## config.mk

```make
export PLATFORM = sky130hd
export DESIGN_NAME = add16_accum_seq
export DESIGN_NICKNAME = d
export VERILOG_FILES = /design/src/rtl/add16_accum_seq.sv
export SDC_FILE = /design/constraint.sdc
export NUM_CORES = 1
export LEC_CHECK = 0
export CORE_UTILIZATION = 31
export DETAILED_ROUTE_END_ITERATION = 10
export GPL_TIMING_DRIVEN = 0
export PLACE_DENSITY = 0.69
export SYNTH_ARGS = -nofsm -noshare
export SYNTH_HDL_FRONTEND = slang
export SYNTH_SLANG_ARGS = --single-unit
```

## constraint.sdc

```tcl
create_clock -name clk -period 5 [get_ports clk]
set_input_delay 0.75 -clock clk [delete_from_list [all_inputs] [get_ports clk]]
set_output_delay 0.75 -clock clk [all_outputs]
set_load 0.01 [all_outputs]
```

## src/rtl/add16_accum_seq.sv

```systemverilog
// rtl/add16_accum_seq.sv - burst sequencer/accumulator around an external combinational adder
module add16_accum_seq #(
  parameter int WIDTH   = 16,
  parameter int COUNT_W = 8
) (
  input  logic               clk,
  input  logic               rst_n,
  input  logic               start,
  input  logic [COUNT_W-1:0] len,
  input  logic               in_valid,
  input  logic [WIDTH-1:0]   in_data,
  output logic               in_ready,
  output logic [WIDTH-1:0]   add_a,
  output logic [WIDTH-1:0]   add_b,
  input  logic [WIDTH-1:0]   add_sum,
  input  logic               add_cout,
  output logic               out_valid,
  input  logic               out_ready,
  output logic [WIDTH-1:0]   out_sum,
  output logic               out_ovf,
  output logic               busy
);

  typedef enum logic [1:0] {
    S_IDLE  = 2'd0,
    S_ACCUM = 2'd1,
    S_DONE  = 2'd2
  } state_t;

  state_t             state_q, state_d;
  logic [WIDTH-1:0]   acc_q, acc_d;
  logic               ovf_q, ovf_d;
  logic [COUNT_W-1:0] rem_q, rem_d;
  logic               beat;

  // Next-state and datapath update; the adder result is only committed on an accepted beat
  always_comb begin
    state_d = state_q;
    acc_d   = acc_q;
    ovf_d   = ovf_q;
    rem_d   = rem_q;
    beat    = 1'b0;
    case (state_q)
      S_IDLE: begin
        if (start) begin
          acc_d   = '0;
          ovf_d   = 1'b0;
          rem_d   = len;
          state_d = (len != '0) ? S_ACCUM : S_DONE;
        end
      end
      S_ACCUM: begin
        beat = in_valid;
        if (beat) begin
          acc_d = add_sum;
          ovf_d = ovf_q | add_cout;
          rem_d = rem_q - COUNT_W'(1);
          if (rem_q == COUNT_W'(1)) begin
            state_d = S_DONE;
          end
        end
      end
      S_DONE: begin
        if (out_ready) begin
          state_d = S_IDLE;
        end
      end
      default: begin
        state_d = S_IDLE;
      end
    endcase
  end

  // State registers; reset aborts any burst in flight and clears the result
  always_ff @(posedge clk or negedge rst_n) begin
    if (!rst_n) begin
      state_q <= S_IDLE;
      acc_q   <= '0;
      ovf_q   <= 1'b0;
      rem_q   <= '0;
    end else begin
      state_q <= state_d;
      acc_q   <= acc_d;
      ovf_q   <= ovf_d;
      rem_q   <= rem_d;
    end
  end

  // Result ports come straight from the accumulator so they hold after the handshake
  assign in_ready  = (state_q == S_ACCUM);
  assign out_valid = (state_q == S_DONE);
  assign busy      = (state_q != S_IDLE);
  assign out_sum   = acc_q;
  assign out_ovf   = ovf_q;
  assign add_a     = acc_q;
  assign add_b     = in_data;

endmodule
```

[Yosys cells after proc, flatten, opt, wreduce, memory -nomap -nowiden]
Cells that the tools add are included.
W data, S select, Z words.
Word-level totals
  register bits: 27
  bits in latches: 0
  bits in writable memories: 0
  memory bits (read-only): 0
  input port bits: 46
  output and inout port bits: 52
  logic and storage cells: 34
  memories: 0
Cells by class
  add/subtract/negate cells: 1
  multipliers: 0
  div/mod/pow operators: 0
  order comparisons: 0
  equality and inequality tests: 7
  shift operators: 0
  muxes and demuxes: 15
  bitwise operators: 1
  reductions and logical operators: 6
Operators with widths (number)
  $mux W16: 2
  $pmux W16 S2: 1
  $mux W8: 2
  $pmux W8 S2: 1
  $mux W2: 5
  $eq A8 B1 Y1 const B: 1
  $reduce_bool A8 Y1: 1
  $sub A8 B1 Y8 const B: 1
  $pmux W2 S3: 1
  $ne A2 B1 Y1 const B: 2
  $ne A2 B2 Y1 const B: 2
  $reduce_and A4 Y1: 1
  $reduce_bool A2 Y1: 2
  $reduce_and A3 Y1: 1
  $eq A2 B1 Y1 const B: 1
  $eq A2 B2 Y1 const B: 1
  $logic_not A2 Y1: 1
  $mux W1: 2
  $pmux W1 S2: 1
  $or A1 B1 Y1: 1

[Logic depth before layout (Yosys ltp)]
Gate-level depths: netlist (run 1).
  depth after elaboration: 4
  mapped depth: 6
  gate-level depth less buffers: 5

[Worst setup path after synthesis (run 1)]
OpenSTA, ideal clock, no wires.
  kind: reg-to-output
  start point: register state_q[0]
  end point: output out_valid
  data arrival time: 0.880 ns
  data required time: 4.250 ns
  setup slack: 3.370 ns
  cell stages (with the launch flop): 4
  buffers on the path: 2
  cells stage by stage: dfrtp_1 > buf_4 > clkbuf_1 > nor2_1
Between the ends
  cells in the longest elaborated chain, start to end: 1
Ends and longest elaborated chain
  start, declared: line 30  | state_t state_q, state_d;
  start signal, assigned: line 82  | state_q <= state_d;
  $eq A2 B2 Y1: line 91  | assign out_valid = (state_q == S_DONE);
  end, declared: line 17  | output logic out_valid,
Every way passes these cells.

[Worst setup path after layout (run 1)]
Same ends and word-level chain as after synthesis.

==> key figures, run 1 <==
Min path
  • Hold Path Class: input pin to asynchronous set/reset pin

Final layout
  • Reg area: 676 um2
  • Most frequent cells in the layout: 80 x clkdlybuf4s50_1, 34 x buf_4, 27 x dfrtp_1
  • Area occupied by multi-input gates: 582 um2
  • Commonest non-fill, non-tap cell in the layout: clkdlybuf4s50_1
  • Filler cells: 470
  • # nets final: 287
  • Layout area overhead: 59.4%
  • Antenna cells: 0
  • Fraction of layout cells with a size suffix above 1: 20.2%
  • Post-route insts no fill: 305

STA
  • Fin Hold WS: 0.472 ns
  • Max Slew Vio Count: 0
  • # setup viols final: 0
  • Period utilization: 49.8%
  • FMAX: 401 MHz
  • Setup WS post-layout: 2.51 ns
  • Max Clock Skew: 0.00370 ns
  • Final hold vios: 0
  • Setup TNS: 0 ns
  • RSZ-0062 raised after global routing: no
  • Actual slew at the worst max-slew pin: 0.609 ns
  • Minimum clock period after layout: 2.49 ns
  • Relative slew slack: 59.4%

Clocking
  • H-tree levels: 1
  • Clock Sinks: 27
  • Hold Buf Count CTS: 0
  • TritonCTS clock tree: done
  • CTS clk-pin slew, worst paths: 0.10 ns
  • Cells resized by post-CTS repair: 0
  • Clk buf depth: 2
  • Clk root buf: clkbuf_8
  • Post-CTS Setup Inserts: 0
  • Clock Latency Late Sink: 0.27 ns
  • TritonCTS Buffers: 3

Floorplan
  • Die ar.: 0.00539 mm2
  • Initial Utilization: 32.8%
  • Area of the core: 0.00482 mm2
  • Row cnt: 25
  • Die H: 73.4 um
  • I/O Pins: 98
  • Width of the die: 73.4 um

Routing
  • Antenna-violating nets left: 0
  • Iter 0 DRT Violations: 111
  • Vias per inst: 4.95
  • Total Wirelength: 4.15 mm
  • WL/cell: 13.6 um
  • Vias after detailed routing: 1,510
  • TritonRoute pass-1 iters: 4
  • DRC errors left: 0

Worst setup path
  • Worst Path Required: 4.25 ns
  • CP arrival: 1.74 ns
  • Setup crit end kind: output pin
  • Type of origin of the critical path: register
  • Crit-path max FO: 10
  • CP peak stage delay: 0.54 ns
  • Worst path cell trace: buf_4, clkbuf_1, nor2_1, clkdlybuf4s50_1
  • Reg2Reg Depth: 5
  • CP max-delay cell: clkdlybuf4s50_1
  • Worst setup path class: register to output pin

Power
  • Lkg Pwr: 1.09 nW
  • Max VDD drop: 140 uV
  • PwrDens: 433 mW/mm2
  • Total power: 1.09 mW

Yosys
  • Flops & latches, synth: 27
  • Syn. warnings: 0
  • Yosys cell types: 41
  • Syn Nets: 201
  • Syn Inst Count: 153
  • Syn Area/Cell: 10.3 um2
  • Post-synth design cell area: 0.00158 mm2
  • Seq/Total Area, Yosys: 42.8%

Flow run
  • Max_cap viols: 0

GRT
  • Largest net degree at the start of global routing: 28
  • First-pass GRT wire length: 6.32 mm
  • GRT Total Usage: 15.1%
  • Initial antenna violation count: 0
  • Vias in the first global route: 1,375
  • Grt ovf: 0

Place
  • Placer Congestion: 0.871
  • I/O Buffers: 81
  • Placed cells: 301
  • Post-DP HPWL: 3.13 mm
  • DP Worst Slack: 2.72 ns

Status
  • Status: finished clean
## state kept, by name (all words and copies together), names as in the netlist
| name | count |
|---|---|
| add_a | 16 |
| rem_q | 8 |
| state_q | 2 |
| out_ovf | 1 |
## worst paths after layout
path / start / slack, ns / endpoint
max reg2reg: rem_q[0]$_DFFE_PN0P_ / 3.24 / rem_q[4]$_DFFE_PN0P_
min reg2reg: add_a[14]$_DFFE_PN0P_ / 0.54 / add_a[14]$_DFFE_PN0P_
max: state_q[0]$_DFFE_PN0P_ / 2.51 / out_valid
min: rst_n / 0.47 / out_ovf$_DFFE_PN0P_
max in group asynchronous: rst_n / 4.13 / rem_q[3]$_DFFE_PN0P_
min in group clk: add_a[14]$_DFFE_PN0P_ / 0.54 / add_a[14]$_DFFE_PN0P_
## power breakdown
| part | switching, mW | internal, mW |
|---|---|---|
| clock | 0.0728 | 0.0566 |
| combinational | 0.245 | 0.350 |
| sequential | 0.0740 | 0.293 |
## cell families (layout without fill, tap and decap cells)
logic type / Yosys count / in the layout / share of synthesized area, %
AND/OR/NAND/NOR: 23 / 23 / 9.66
flip-flops: 27 / 27 / 42.8
AO/OA/AOI/OAI: 50 / 50 / 24.2
adder cells (fa/ha/maj): 2 / 2 / 1.58
multiplexers: 2 / 2 / 1.35
buffers and inverters: 49 / 134 / 20.4
## cells in the mapped netlist
| cell type | n | area share (%) |
|---|---|---|
| buf_4 | 34 | 16 |
| dfrtp_1 | 27 | 43 |
| a22o_1 | 16 | 8.9 |
| inv_1 | 8 | 1.9 |
| o21ai_0 | 8 | 2.5 |
| nor4_1 | 7 | 2.8 |
| a21oi_1 | 5 | 1.6 |
| a211oi_1 | 4 | 1.9 |
| a31oi_1 | 3 | 1.2 |
| buf_2 | 3 | 0.95 |
| clkbuf_1 | 3 | 0.71 |
| nor2_1 | 3 | 0.71 |
| ha_1 | 2 | 1.6 |
| nand2_1 | 2 | 0.48 |
| o211ai_1 | 2 | 0.95 |
| a211o_1 | 1 | 0.55 |
| a21o_1 | 1 | 0.48 |
| a2bb2oi_1 | 1 | 0.55 |
| a311oi_1 | 1 | 0.55 |
| a31o_2 | 1 | 0.55 |
| a41o_1 | 1 | 0.63 |
| and3b_1 | 1 | 0.55 |
| and4_1 | 1 | 0.55 |
| buf_6 | 1 | 0.71 |
| mux2_2 | 1 | 0.71 |
| mux2i_1 | 1 | 0.63 |
| nand2_2 | 1 | 0.40 |
| nand2b_1 | 1 | 0.40 |
| nor2b_1 | 1 | 0.40 |
| nor3_1 | 1 | 0.32 |
| nor3b_1 | 1 | 0.48 |
| nor4bb_1 | 1 | 0.63 |
| o2111ai_1 | 1 | 0.55 |
| o22a_1 | 1 | 0.55 |
| o2bb2ai_1 | 1 | 0.55 |
| o311ai_0 | 1 | 0.55 |
| o32a_1 | 1 | 0.63 |
| o32ai_2 | 1 | 1.0 |
| or3b_1 | 1 | 0.55 |
| or4_4 | 1 | 0.71 |
| or4bb_1 | 1 | 0.71 |
## worst max-delay path, delay by kind of cell (launching register included)
family | cells | cell delay (ns)
flops | 1 | 0.37
buf+inv | 3 | 0.95
simple gates | 1 | 0.16
## final cells by class
cell class / instances / area share, %
tap: 67 / 3.33
buffer: 41 / 11.6
inverter: 8 / 1.19
clock inverter: 1 / 0.298
sequential: 27 / 26.8
multi-input combinational: 77 / 23.1
timing repair buffer: 81 / 32.0
clock buffer: 3 / 1.64
## layer usage
metal / part of all wire [%] / vias up / global-route usage, %
met1: 43 / 727 / 20.7
met2: 47 / 76 / 24.0
met5: 0 / - / 0
li1: - / 705 / -
met4: 0.82 / 0 / 5.56
met3: 8.5 / 2 / 2.33
## metrics by stage
| step | area (um2) | utilization (%) |
|---|---|---|
| floorplan | 1580 | - |
| global placement | 2470 | 51.4 |
| detailed placement | 2470 | 51.4 |
| CTS | 2520 | 52.4 |
| global route | 2520 | 52.3 |
| finish | 2520 | 52.3 |
Note: power is estimated with default switching activity, not from simulation.
==> run 2: changes to the inputs <==
Settings changed: PLACE_DENSITY 0.69 to 0.72.
Clock period 5 ns to 2.15 ns, I/O delays scaled along.
==> run 2 against run 1 <==
Compared with the run above:
- combinational power increased by 130%
- via count shrank 1.1%
- largest cell class unchanged
- final area shrank 0.15%
==> key figures, run 2 (synthesis results as in run 1) <==
Status
  • Status: finished clean (unchanged)

Final layout
  • Post-route insts no fill: 304 (was 305)
  • Most frequent cells in the layout: 80 x clkdlybuf4s50_1, 34 x buf_4, 27 x dfrtp_1 (unchanged)
  • Layout area overhead: 59.1% (was 59.4%)
  • # nets final: 286 (was 287)
  • Filler cells: 464 (was 470)
  • Max FFs per register: 16 (unchanged)
  • Antenna cells: 0 (unchanged)
  • Fraction of layout cells with a size suffix above 1: 20.3% (was 20.2%)
  • Commonest non-fill, non-tap cell in the layout: clkdlybuf4s50_1 (unchanged)

Power
  • PwrDens: 1000 mW/mm2 (was 433 mW/mm2)
  • Lkg Pwr: 1.08 nW (was 1.09 nW)
  • Clk network pwr share: 11.8% (about the same)
  • Max VDD drop: 355 uV (was 140 uV)
  • Switching Share: 35.6% (was 35.9%)
  • Switching pwr: 0.898 mW (was 0.392 mW)
  • Comb power frac: 54.7% (was 54.5%)
  • P_int: 1.63 mW (was 0.700 mW)
  • Flop pwr share: 33.4% (was 33.6%)

GRT
  • Vias in the first global route: 1,309 (was 1,375)
  • Grt ovf: 0 (unchanged)
  • Initial antenna violation count: 0 (unchanged)
  • Largest net degree at the start of global routing: 28 (unchanged)
  • GR met3 Demand/Resource: 1.65% (was 2.33%)
  • Grt met1 use: 20.9% (was 20.7%)
  • First-pass GRT wire length: 6.29 mm (was 6.32 mm)
  • Gr busiest metal: met2 (unchanged)
  • GR Util met2: 24.3% (was 24.0%)
  • GRT Total Usage: 14.8% (was 15.1%)

Worst setup path
  • CP peak stage delay: 0.54 ns (about the same)
  • Type of origin of the critical path: register (unchanged)
  • Crit path from: state_q[0]$_DFFE_PN0P_ (unchanged)
  • Setup crit end kind: output pin (unchanged)
  • CP max-delay cell: clkdlybuf4s50_1 (unchanged)
  • Worst Path Buf+Inv: 3 (unchanged)
  • Worst r2r src: rem_q[0]$_DFFE_PN0P_ (unchanged)
  • Top delay family on crit path: buffers and inverters (unchanged)
  • Worst setup path class: register to output pin (unchanged)
  • Reg2Reg Depth: 5 (unchanged)
  • Register-to-Register Setup Slack: 0.40 ns (was 3.24 ns)
  • CP arrival: 1.73 ns (was 1.74 ns)
  • Worst Path Required: 1.83 ns (was 4.25 ns)
  • Crit-path max FO: 10 (unchanged)
  • Worst path cell trace: buf_4, clkbuf_1, nor2_1, clkdlybuf4s50_1 (unchanged)
  • R2r endpoint: rem_q[4]$_DFFE_PN0P_ (unchanged)

STA
  • RSZ-0062 raised after global routing: no (unchanged)
  • Minimum clock period after layout: 2.06 ns
  • Setup WS post-layout: 0.0930 ns (was 2.51 ns)
  • Actual slew at the worst max-slew pin: 0.628 ns (was 0.609 ns)
  • FMAX: 486 MHz
  • Max Slew Vio Count: 0 (unchanged)
  • Relative slew slack: 58.2% (was 59.4%)
  • Period utilization: 95.7%
  • Final hold vios: 0 (unchanged)
  • # setup viols final: 0 (unchanged)
  • Setup TNS: 0 ns (unchanged)
  • Max Clock Skew: 0.00146 ns (was 0.00370 ns)

Clocking
  • Hold Buf Count CTS: 0 (unchanged)
  • Clk root buf: clkbuf_8 (unchanged)
  • TritonCTS clock tree: done (unchanged)
  • Clk buf depth: 2 (unchanged)
  • Clock Latency Late Sink: 0.27 ns (about the same)
  • CTS clk-pin slew, worst paths: 0.10 ns (about the same)
  • Post-CTS Setup Inserts: 0 (unchanged)
  • TritonCTS Buffers: 3 (unchanged)
  • Cells resized by post-CTS repair: 0 (unchanged)
  • Clock Sinks: 27 (unchanged)
  • H-tree levels: 1 (unchanged)

Floorplan
  • Die H: 73.4 um (unchanged)
  • Width of the die: 73.4 um (unchanged)
  • Die ar.: 0.00539 mm2 (unchanged)
  • Row cnt: 25 (unchanged)
  • Initial Utilization: 32.8% (unchanged)
  • I/O Pins: 98 (unchanged)
  • Area of the core: 0.00482 mm2 (unchanged)

Place
  • Placer Congestion: 0.851 (was 0.871)
  • Post-DP HPWL: 3.15 mm (was 3.13 mm)
  • Placed cells: 301 (unchanged)
  • I/O Buffers: 81 (unchanged)
  • DP Worst Slack: 0.319 ns (was 2.72 ns)

Routing
  • Vias per inst: 4.91 (was 4.95)
  • WL/cell: 13.7 um (was 13.6 um)
  • Antenna-violating nets left: 0 (unchanged)
  • Total Wirelength: 4.16 mm (was 4.15 mm)
  • Iter 0 DRT Violations: 98 (was 111)
  • DRC errors left: 0 (unchanged)
  • Vias after detailed routing: 1,494 (was 1,510)
  • TritonRoute pass-1 iters: 4 (unchanged)

Flow run
  • Max_cap viols: 0 (unchanged)

Min path
  • Hold Path Class: input pin to asynchronous set/reset pin (unchanged)
==> run 2: changes by cell type in the layout (fill, tap and decap cells not counted), sizes merged <==
cell	previous run	this run
clkbuf	6	5
==> run 2: worst max-delay path by stage <==
stage	end	slack, ns	cells after the start
final	out_valid	0.09	4
after global routing	out_valid	0.01	4
after CTS	out_valid	0.08	4
after detailed placement	add_a[3]$_DFFE_PN0P_	0.32	1
after global placement	add_a[7]$_DFFE_PN0P_	0.31	1
after floorplan	rem_q[4]$_DFFE_PN0P_	0.53	5
==> run 2: metal layers <==
layer,part of all wire [%],up-vias
met1,46,727
met5,0,-
met4,0.82,0
met2,48,60
li1,-,705
met3,5.8,2
==> run 2: final cells by class <==
class | count | area (um2) | share of cell area, %
clock inverter | 1 | 7.51 | 0.299
sequential | 27 | 676 | 26.9
inverter | 8 | 30.0 | 1.19
buffer | 40 | 289 | 11.5
multi-input combinational | 77 | 582 | 23.1
tap | 67 | 83.8 | 3.33
clock buffer | 3 | 41.3 | 1.64
timing repair buffer | 81 | 806 | 32.0
==> run 2: power groups by stage <==
stage / sequential [mW] / combinational (mW) / clock (mW)
after floorplan: 0.864 / 0.738 / 0
after global placement: 0.852 / 1.37 / 0
after detailed placement: 0.855 / 1.39 / 0
after CTS: 0.848 / 1.40 / 0.305
after global routing: 0.874 / 1.49 / 0.327
final: 0.845 / 1.38 / 0.298
==> run 2: worst reg2reg max path: cells and delay by family, from the launching register on <==
kind | cells | cell delay (ns)
AOI/OAI and AO/OA | 2 | 0.49
DFF | 1 | 0.41
and+or+nand+nor | 1 | 0.39
buffers and inverters | 1 | 0.13
adders and majority gates | 1 | 0.25
==> run 2: per-stage QoR <==
step                      utilization [%]  cell area, um2  hold slack [ns]  power [mW]
after floorplan                         -            1580           0.0269        1.60
after global placement               51.4            2470            0.507        2.22
after detailed placement             51.4            2470            0.507        2.25
after CTS                            52.4            2520            0.538        2.55
after global routing                 52.2            2510           0.0951        2.69
final                                52.2            2510           0.0498        2.53
==> run 3: changes to the inputs <==
Settings changed: SLEW_MARGIN from default to 30.
==> run 3 against run 2 <==
Compared with the run above:
- cell count is 0.33% lower
- hold slack worse by 0.0037 ns
- wire length is 1.4% lower
- global-route usage is essentially flat
- clock skew increased by 0.0016 ns
- clock power barely moved
- sequential share of layout area is essentially flat
- maximum frequency is 1.4% higher
==> key figures, run 3 (synthesis results as in run 1) <==
Status
  • Status: finished clean (unchanged)

Final layout
  • Fraction of layout cells with a size suffix above 1: 20.3% (about the same)
  • Commonest non-fill, non-tap cell in the layout: clkdlybuf4s50_1 (unchanged)
  • Antenna cells: 0 (unchanged)
  • Post-route insts no fill: 303 (was 304)
  • # nets final: 285 (was 286)
  • Most frequent cells in the layout: 80 x clkdlybuf4s50_1, 34 x buf_4, 27 x dfrtp_1 (unchanged)
  • Layout area overhead: 58.9% (was 59.1%)
  • Max FFs per register: 16 (unchanged)

GRT
  • Grt ovf: 0 (unchanged)
  • GRT Total Usage: 14.9% (was 14.8%)
  • Vias in the first global route: 1,332 (was 1,309)
  • First-pass GRT wire length: 6.29 mm (unchanged)
  • Initial antenna violation count: 0 (unchanged)
  • Largest net degree at the start of global routing: 28 (unchanged)

Routing
  • TritonRoute pass-1 iters: 5 (was 4)
  • DRC errors left: 0 (unchanged)
  • Vias after detailed routing: 1,491 (was 1,494)
  • Antenna-violating nets left: 0 (unchanged)
  • WL/cell: 13.5 um (was 13.7 um)
  • Iter 0 DRT Violations: 102 (was 98)
  • Vias per inst: 4.92 (was 4.91)
  • Total Wirelength: 4.10 mm (was 4.16 mm)

Power
  • PwrDens: 1000 mW/mm2 (about the same)
  • Comb power frac: 54.5% (was 54.7%)
  • Switching pwr: 0.896 mW (was 0.898 mW)
  • Flop pwr share: 33.6% (was 33.4%)
  • Lkg Pwr: 1.08 nW (about the same)
  • Switching Share: 35.5% (was 35.6%)
  • Max VDD drop: 352 uV (was 355 uV)
  • Clk network pwr share: 11.9% (was 11.8%)
  • P_int: 1.63 mW (about the same)

Clocking
  • Post-CTS Setup Inserts: 0 (unchanged)
  • TritonCTS clock tree: done (unchanged)
  • Cells resized by post-CTS repair: 0 (unchanged)
  • CTS clk-pin slew, worst paths: 0.10 ns (about the same)
  • Clk root buf: clkbuf_8 (unchanged)
  • Clock Sinks: 27 (unchanged)
  • Clk buf depth: 2 (unchanged)
  • H-tree levels: 1 (unchanged)
  • Clock Latency Late Sink: 0.27 ns (about the same)
  • TritonCTS Buffers: 3 (unchanged)
  • Hold Buf Count CTS: 0 (unchanged)

Worst setup path
  • CP endpoint: in_ready (was out_valid)
  • R2r endpoint: rem_q[4]$_DFFE_PN0P_ (unchanged)
  • CP arrival: 1.71 ns (was 1.73 ns)
  • Top delay family on crit path: buffers and inverters (unchanged)
  • Crit-path max FO: 18 (was 10)
  • Register-to-Register Setup Slack: 0.39 ns (was 0.40 ns)
  • CP max-delay cell: clkdlybuf4s50_1 (unchanged)
  • Type of origin of the critical path: register (unchanged)
  • Worst setup path class: register to output pin (unchanged)
  • Crit path from: state_q[0]$_DFFE_PN0P_ (unchanged)
  • Worst r2r src: rem_q[0]$_DFFE_PN0P_ (unchanged)
  • Number of cells on the critical path: 5 (was 4)
  • CP peak stage delay: 0.54 ns (about the same)
  • Reg2Reg Depth: 5 (unchanged)
  • Worst Path Required: 1.83 ns (about the same)
  • Setup crit end kind: output pin (unchanged)
  • Worst Path Buf+Inv: 4 (was 3)
  • Worst path cell trace: buf_4, nand2b_1, buf_2, inv_1, clkdlybuf4s50_1 (was buf_4, clkbuf_1, nor2_1, clkdlybuf4s50_1)

STA
  • Period utilization: 94.4% (was 95.7%)
  • Max Slew Vio Count: 0 (unchanged)
  • FMAX: 493 MHz (was 486 MHz)
  • Final hold vios: 0 (unchanged)
  • RSZ-0062 raised after global routing: no (unchanged)
  • Minimum clock period after layout: 2.03 ns (was 2.06 ns)
  • Relative slew slack: 59.1% (was 58.2%)
  • Max Clock Skew: 0.00305 ns (was 0.00146 ns)
  • Actual slew at the worst max-slew pin: 0.613 ns (was 0.628 ns)
  • Setup TNS: 0 ns (unchanged)
  • # setup viols final: 0 (unchanged)

Min path
  • Hold Path Class: input pin to asynchronous set/reset pin (unchanged)

Floorplan
  • Initial Utilization: 32.8% (unchanged)
  • I/O Pins: 98 (unchanged)
  • Die H: 73.4 um (unchanged)
  • Die ar.: 0.00539 mm2 (unchanged)
  • Area of the core: 0.00482 mm2 (unchanged)
  • Width of the die: 73.4 um (unchanged)
  • Row cnt: 25 (unchanged)

Flow run
  • Max_cap viols: 0 (unchanged)

Place
  • I/O Buffers: 81 (unchanged)
  • Placed cells: 301 (unchanged)
  • Post-DP HPWL: 3.15 mm (about the same)
  • Placer Congestion: 0.851 (unchanged)
[run 3: cell count changes in the layout (fill, tap and decap cells not counted), sizes merged]
cell | previous run | this run
clkbuf | 5 | 4
[run 3: power groups by stage]
stage	Sequential (mW)	Clock, mW	Combinational [mW]
finish	0.848	0.300	1.37
global placement	0.852	0	1.37
global route	0.872	0.328	1.49
detailed placement	0.855	0	1.39
CTS	0.850	0.306	1.40
floorplan	0.864	0	0.738
[run 3: worst min path at each step]
stage / start / endpoint / slack, ns / depth (start not counted)
after global placement: add_a[4]$_DFFE_PN0P_ / add_a[4]$_DFFE_PN0P_ / 0.51 / 1
after detailed placement: rst_n / state_q[1]$_DFFE_PN0P_ / 0.37 / 1
after floorplan: rst_n / add_a[0]$_DFFE_PN0P_ / 0.03 / 0
final: rst_n / out_ovf$_DFFE_PN0P_ / 0.05 / 1
after global routing: rst_n / rem_q[1]$_DFFE_PN0P_ / 0.09 / 1
after CTS: rst_n / rem_q[1]$_DFFE_PN0P_ / 0.07 / 1
[run 3: layout make-up]
class	count	area [um2]
plain buffers	39	285
multi-input cells	77	582
well taps	67	83.8
repair buffers	81	806
clock buffers	3	41.3
fillers	464	2310
inverters	8	30.0
flip-flops and latches	27	676
clock inverters	1	7.51
[run 3: per-stage QoR]
| step | utilization [%] | hold slack [ns] | area [um2] | setup slack (ns) | total power [mW] |
|---|---|---|---|---|---|
| finish | 52.1 | 0.0460 | 2510 | 0.121 | 2.52 |
| global route | 52.1 | 0.0904 | 2510 | 0.0261 | 2.69 |
| CTS | 52.3 | 0.0714 | 2520 | 0.0745 | 2.55 |
| detailed placement | 51.3 | 0.373 | 2470 | 0.330 | 2.25 |
| global placement | 51.4 | 0.507 | 2470 | 0.314 | 2.22 |
| floorplan | - | 0.0269 | 1580 | 0.534 | 1.60 |
[run 3: per-layer routing]
layer	part of all wire (%)	global-route usage [%]	wire, um
met4	0.83	4.49	34
met1	45	20.1	1820
met5	0	0	0
met3	5.3	1.78	216
met2	49	24.9	2020
